$ cat config.mk
export PLATFORM = sky130hd
export DESIGN_NAME = ram_sp_rdmode
export DESIGN_NICKNAME = d
export VERILOG_FILES = /design/src/rtl/ram_sp_rdmode_pkg.sv /design/src/rtl/ram_sp_core.sv /design/src/rtl/ram_sp_rdmode.sv
export SDC_FILE = /design/constraint.sdc
export NUM_CORES = 1
export LEC_CHECK = 0
export ABC_AREA = 1
export BUFFER_PORTS_ARGS = -buffer_cell sky130_fd_sc_hd__buf_2
export CAP_MARGIN = 10
export CORE_MARGIN = 2
export CORE_UTILIZATION = 25
export CTS_CLUSTER_SIZE = 10
export DETAILED_ROUTE_END_ITERATION = 8
export GPL_TIMING_DRIVEN = 0
export SYNTH_ARGS = -nofsm -noshare
export SYNTH_HDL_FRONTEND = slang
export SYNTH_SLANG_ARGS = --single-unit
$ cat constraint.sdc
create_clock -name clk -period 3.51 [get_ports clk]
set_input_delay 0.5265 -clock clk [delete_from_list [all_inputs] [get_ports clk]]
set_output_delay 0.5265 -clock clk [all_outputs]
set_load 0.02 [all_outputs]
$ cat src/rtl/ram_sp_rdmode_pkg.sv
// Shared encodings for the single-port RAM with selectable
// read-during-write behaviour and post-reset clear sweep.
package ram_sp_rdmode_pkg;

    localparam int RD_FIRST  = 0;
    localparam int WR_FIRST  = 1;
    localparam int NO_CHANGE = 2;

    typedef enum logic {
        ST_IDLE  = 1'b0,
        ST_CLEAR = 1'b1
    } clr_state_e;

endpackage

$ cat src/rtl/ram_sp_core.sv
// Bare memory array: one synchronous write port and a combinational
// read with read-first / write-first selection; out-of-range reads give 0.
module ram_sp_core
    import ram_sp_rdmode_pkg::*;
#(
    parameter int DATA_W    = 4,
    parameter int ADDR_W    = 5,
    parameter int DEPTH     = 32,
    parameter int READ_MODE = RD_FIRST
) (
    input  logic              clk,
    input  logic              wr_en,
    input  logic [ADDR_W-1:0] addr,
    input  logic [DATA_W-1:0] di,
    output logic [DATA_W-1:0] rd_data
);

    logic [DATA_W-1:0] mem [DEPTH];
    logic              in_range;

    assign in_range = 32'(addr) < DEPTH;

    always_ff @(posedge clk) begin
        if (wr_en && in_range) begin
            mem[addr] <= di;
        end
    end

    always_comb begin
        rd_data = '0;
        if (in_range) begin
            if (READ_MODE == WR_FIRST && wr_en) begin
                rd_data = di;
            end else begin
                rd_data = mem[addr];
            end
        end
    end

endmodule

$ cat src/rtl/ram_sp_rdmode.sv
// Single-port synchronous RAM top: access qualifier, no-change hold,
// optional output register, do_valid strobe and post-reset clear FSM.
module ram_sp_rdmode
    import ram_sp_rdmode_pkg::*;
#(
    parameter int DATA_W       = 4,
    parameter int ADDR_W       = 5,
    parameter int DEPTH        = 32,
    parameter int READ_MODE    = RD_FIRST,
    parameter int OUT_REG      = 0,
    parameter int CLEAR_ON_RST = 0
) (
    input  logic              clk,
    input  logic              rst,
    input  logic              en,
    input  logic              we,
    input  logic [ADDR_W-1:0] addr,
    input  logic [DATA_W-1:0] di,
    output logic [DATA_W-1:0] dout,
    output logic              do_valid,
    output logic              busy
);

    localparam logic [ADDR_W-1:0] LAST = ADDR_W'(DEPTH - 1);

    clr_state_e        state_q, state_d;
    logic [ADDR_W-1:0] cnt_q, cnt_d;
    logic [DATA_W-1:0] do_q, do_d;
    logic              vld_q, vld_d;

    logic              acc;
    logic              core_we;
    logic [ADDR_W-1:0] core_addr;
    logic [DATA_W-1:0] core_di;
    logic [DATA_W-1:0] rd_data;

    assign busy = (state_q == ST_CLEAR);
    assign acc  = en & ~busy;

    // Reset wins over both the sweep and a client write in the same cycle.
    assign core_we   = ~rst & (busy | (acc & we));
    assign core_addr = busy ? cnt_q : addr;
    assign core_di   = busy ? '0 : di;

    ram_sp_core #(
        .DATA_W    (DATA_W),
        .ADDR_W    (ADDR_W),
        .DEPTH     (DEPTH),
        .READ_MODE (READ_MODE)
    ) u_core (
        .clk     (clk),
        .wr_en   (core_we),
        .addr    (core_addr),
        .di      (core_di),
        .rd_data (rd_data)
    );

    always_comb begin
        state_d = state_q;
        cnt_d   = cnt_q;
        if (state_q == ST_CLEAR) begin
            cnt_d = cnt_q + 1'b1;
            if (cnt_q == LAST) begin
                state_d = ST_IDLE;
            end
        end
    end

    always_comb begin
        do_d  = do_q;
        vld_d = 1'b0;
        if (acc && !(we && READ_MODE == NO_CHANGE)) begin
            do_d  = rd_data;
            vld_d = 1'b1;
        end
    end

    always_ff @(posedge clk) begin
        if (rst) begin
            state_q <= (CLEAR_ON_RST != 0) ? ST_CLEAR : ST_IDLE;
            cnt_q   <= '0;
            do_q    <= '0;
            vld_q   <= 1'b0;
        end else begin
            state_q <= state_d;
            cnt_q   <= cnt_d;
            do_q    <= do_d;
            vld_q   <= vld_d;
        end
    end

    if (OUT_REG != 0) begin : g_out_reg
        logic [DATA_W-1:0] pipe_q;
        logic              pipe_vld_q;

        always_ff @(posedge clk) begin
            if (rst) begin
                pipe_q     <= '0;
                pipe_vld_q <= 1'b0;
            end else begin
                pipe_q     <= do_q;
                pipe_vld_q <= vld_q;
            end
        end

        assign dout     = pipe_q;
        assign do_valid = pipe_vld_q;
    end else begin : g_no_out_reg
        assign dout     = do_q;
        assign do_valid = vld_q;
    end

endmodule

==> impl_summary.txt <==
----------------------------------------------------
[Clock network]
  Cell at the root of the clock tree ... sky130_fd_sc_hd__clkbuf_16
  CTS buffer count ... 17
  Clock latency of the later-clocked register in the worst-skew pair ... 0.42 ns
  Clock-pin transition on the worst setup and hold timing paths ... 0.06 ns
  CTS tree ... done
  Num Clock Sinks ... 139
  Count of buffers added by post-CTS timing repair for setup ... 0
  H-tree levels ... 4
  Cts hold-fix bufs ... 0
  Post-cts repair resize count ... 0
  Maximum number of buffers from clock root to sink ... 2

[Setup path]
  Largest delay contributor family on the critical path ... simple AND/OR/NAND/NOR gates
  Library cell contributing the largest single delay on the critical path ... sky130_fd_sc_hd__nand3_1
  Critical register-to-register path startpoint ... busy$_SDFF_PP0_
  Critical path fanouts, max ... 10
  Worst setup path class ... reg2reg
  Startpoint of the most critical setup path ... busy$_SDFF_PP0_
  Crit-path max cell delay ... 0.50 ns
  Sequence of cells on the critical path ... buf_6 > inv_6 > nand2_1 > nand2_2 > inv_2 > buf_2 > nand3_1 > nor2_1
  Sort of element at the start of the critical path ... flop
  Arrival time worst endpoint ... 2.65 ns
  Total buffers and inverters traversed by the critical path ... 4
  Required time of the critical path ... 3.59 ns
  Crit path capture type ... flop

[Finish]
  Area added between synthesis and finish ... 18.73%
  Layout fillers ... 2540
  Commonest non-fill, non-tap cell in the layout ... sky130_fd_sc_hd__nand2_1
  Layout cells sized above 1 ... 0.1225
  Most used cells in the layout excluding fill and tap cells ... 310 x sky130_fd_sc_hd__nand2_1, 128 x sky130_fd_sc_hd__edfxtp_1, 52 x sky130_fd_sc_hd__nand3_1, 51 x sky130_fd_sc_hd__nor2_1, 35 x sky130_fd_sc_hd__buf_2
  Final Net Count ... 697
  Inserted Diodes ... 0
  Final standard cell utilization of the core ... 0.3020
  Count of placed standard cells in the final layout, fillers left out ... 1018
  Final Instance Area ... 7322 um2

[Global routing]
  Grt total ovfl ... 0
  Maximum number of pins on one net before global-route repair ... 33
  Number of antenna violations at the first check in global routing ... 0
  Number of global-route vias before repair ... 4172
  Overall fraction of global-route tracks in use ... 0.1100
  Wire length of the first global-routing pass ... 21630 um

[STA]
  Final Hold Vio Count ... 0
  F_max ... 0.3887 GHz
  Worst slew slack as a fraction of its limit ... 0.4080
  Worst slew pin tran ... 0.8859 ns
  Final Critical Period ... 2.573 ns
  Fin Hold WS ... 0.3935 ns
  Maximum clock skew at final layout ... 0.008584 ns
  Final-report max-slew violation count ... 0
  Setup-failing EPs final ... 0
  Part of the cycle the worst path needs ... 0.7329
  Setup TNS ... 0 ns
  Final worst setup slack ... 0.9375 ns
  Unrepaired setup endpoints after global routing ... no

[Synth]
  Post-synth design cell area ... 6167 um2
  Post-synthesis sequential element count ... 139
  Synthesized net count ... 658
  Mapped Cells ... 643
  Mean area per synthesized cell ... 9.591 um2
  Number of warnings printed during yosys synthesis ... 0
  Post-synth cell types ... 22
  Sequential element share of the synthesized area ... 0.6590

[Worst hold path]
  Class of the tightest hold or removal check ... in2reg
  Beginning of the worst hold path ... rst

[Run status]
  Run status ... completed

[Run]
  MaxCap Viol Count ... 0

[Power and ir drop]
  Pwr/cell area ... 517.9 nW/um2
  Post-layout total power ... 3.792 mW
  Peak supply drop ... 0.2442 mV
  Leakage ... 2.974 nW

[Floorplan]
  Height of the die ... 161.1 um
  Area of the core ... 24250 um2
  Number of rows created at floorplan ... 57
  Die width ... 161.1 um
  Initial Utilization ... 0.2543
  I/O pin count ... 19
  Area of the die ... 25940 um2

[Drt]
  Drt total wl ... 13730 um
  Via count normalized by instance count ... 4.137
  Number of iterations in the first detailed-routing pass ... 4
  Remaining antenna violation count ... 0
  Wire length per cell after detailed routing ... 13.49 um
  Drc violations ... 0
  Detailed Route Iter0 Violations ... 272
  Total via count after detailed routing ... 4211

[Place]
  Global placement routability congestion ... 0.7949
  Cell area after placement ... 6738 um2
  Count of input and output buffers ... 18
  Post-DP HPWL ... 9265 um
  Pre-CTS WS ... 0.8736 ns
  Count of placed standard cells including taps ... 987

----------------------------------------------------
metal layers:
| metal | share of wire | wire length (um) | GRT usage | up-vias |
|---|---|---|---|---|
| met1 | 0.45 | 6199 | 0.1344 | 1910 |
| met2 | 0.48 | 6595 | 0.1855 | 108 |
| met3 | 0.048 | 664 | 0.02979 | 20 |
| li1 | - | - | - | 2173 |
| met5 | 0 | 0 | 0 | - |
| met4 | 0.020 | 269 | 0.04261 | 0 |
cell usage after synthesis (all sizes together):
| library cell | number | area, um2 |
|---|---|---|
| nand2 | 316 | 1215 |
| edfxtp | 128 | 3844 |
| nor2 | 55 | 206.5 |
| nand3 | 52 | 260.3 |
| inv | 36 | 140.1 |
| buf | 23 | 148.9 |
| dfxtp | 11 | 220.2 |
| a21oi | 9 | 45.04 |
| nor3 | 5 | 25.02 |
| o21ai | 3 | 18.76 |
| ha | 2 | 25.02 |
| a211oi | 1 | 7.510 |
| clkbuf | 1 | 3.750 |
| o21a | 1 | 7.510 |
where the power goes:
| part | switching, mW | internal [mW] | leakage, nW | total (mW) |
|---|---|---|---|---|
| Sequential | 0.00334 | 1.82 | 1.24 | 1.82 |
| Clock | 0.641 | 1.11 | 0.272 | 1.75 |
| Combinational | 0.156 | 0.0656 | 1.46 | 0.222 |
worst register-to-register path, delay by kind of cell (launching register included):
kind                   cells  cell delay (ns)
flip-flops                 1             0.34
AND/OR/NAND/NOR            4             1.22
buffers and inverters      4             0.67
cell families (layout without fill, tap and decap cells):
| group | Yosys count | in the layout | share of synthesized area |
|---|---|---|---|
| AO/OA/AOI/OAI | 14 | 14 | 0.01278 |
| adder cells (fa/ha/maj) | 2 | 2 | 0.004057 |
| buffers and inverters | 60 | 111 | 0.04747 |
| flip-flops | 139 | 139 | 0.6590 |
| AND/OR/NAND/NOR | 428 | 428 | 0.2767 |
cell type report:
| cell class | instances | area, um2 | area share |
|---|---|---|---|
| tap | 324 | 405.4 | 0.05537 |
| inverter | 36 | 140.1 | 0.01914 |
| buffer | 24 | 152.6 | 0.02085 |
| sequential | 139 | 4064 | 0.5550 |
| clock buffer | 20 | 436.7 | 0.05964 |
| timing repair buffer | 20 | 145.1 | 0.01982 |
| clock inverter | 11 | 147.6 | 0.02016 |
| multi-input combinational | 444 | 1831 | 0.2500 |
worst paths after layout:
kind	endpoint	slack [ns]	cells past startpoint
max	u_core.mem[21][2]$_DFFE_PP_	0.94	8
max reg2reg	u_core.mem[21][2]$_DFFE_PP_	0.94	8
min	cnt_q[3]$_SDFFE_PP0P_	0.39	3
min reg2reg	cnt_q[1]$_SDFFE_PP0P_	0.49	2
registers in the layout, indices dropped and copies added, names as in the netlist:
name        cells
cnt_q           5
busy            1
do_valid        1
dout            4
u_core.mem    128
No activity file was read; power rests on OpenSTA's default activity.
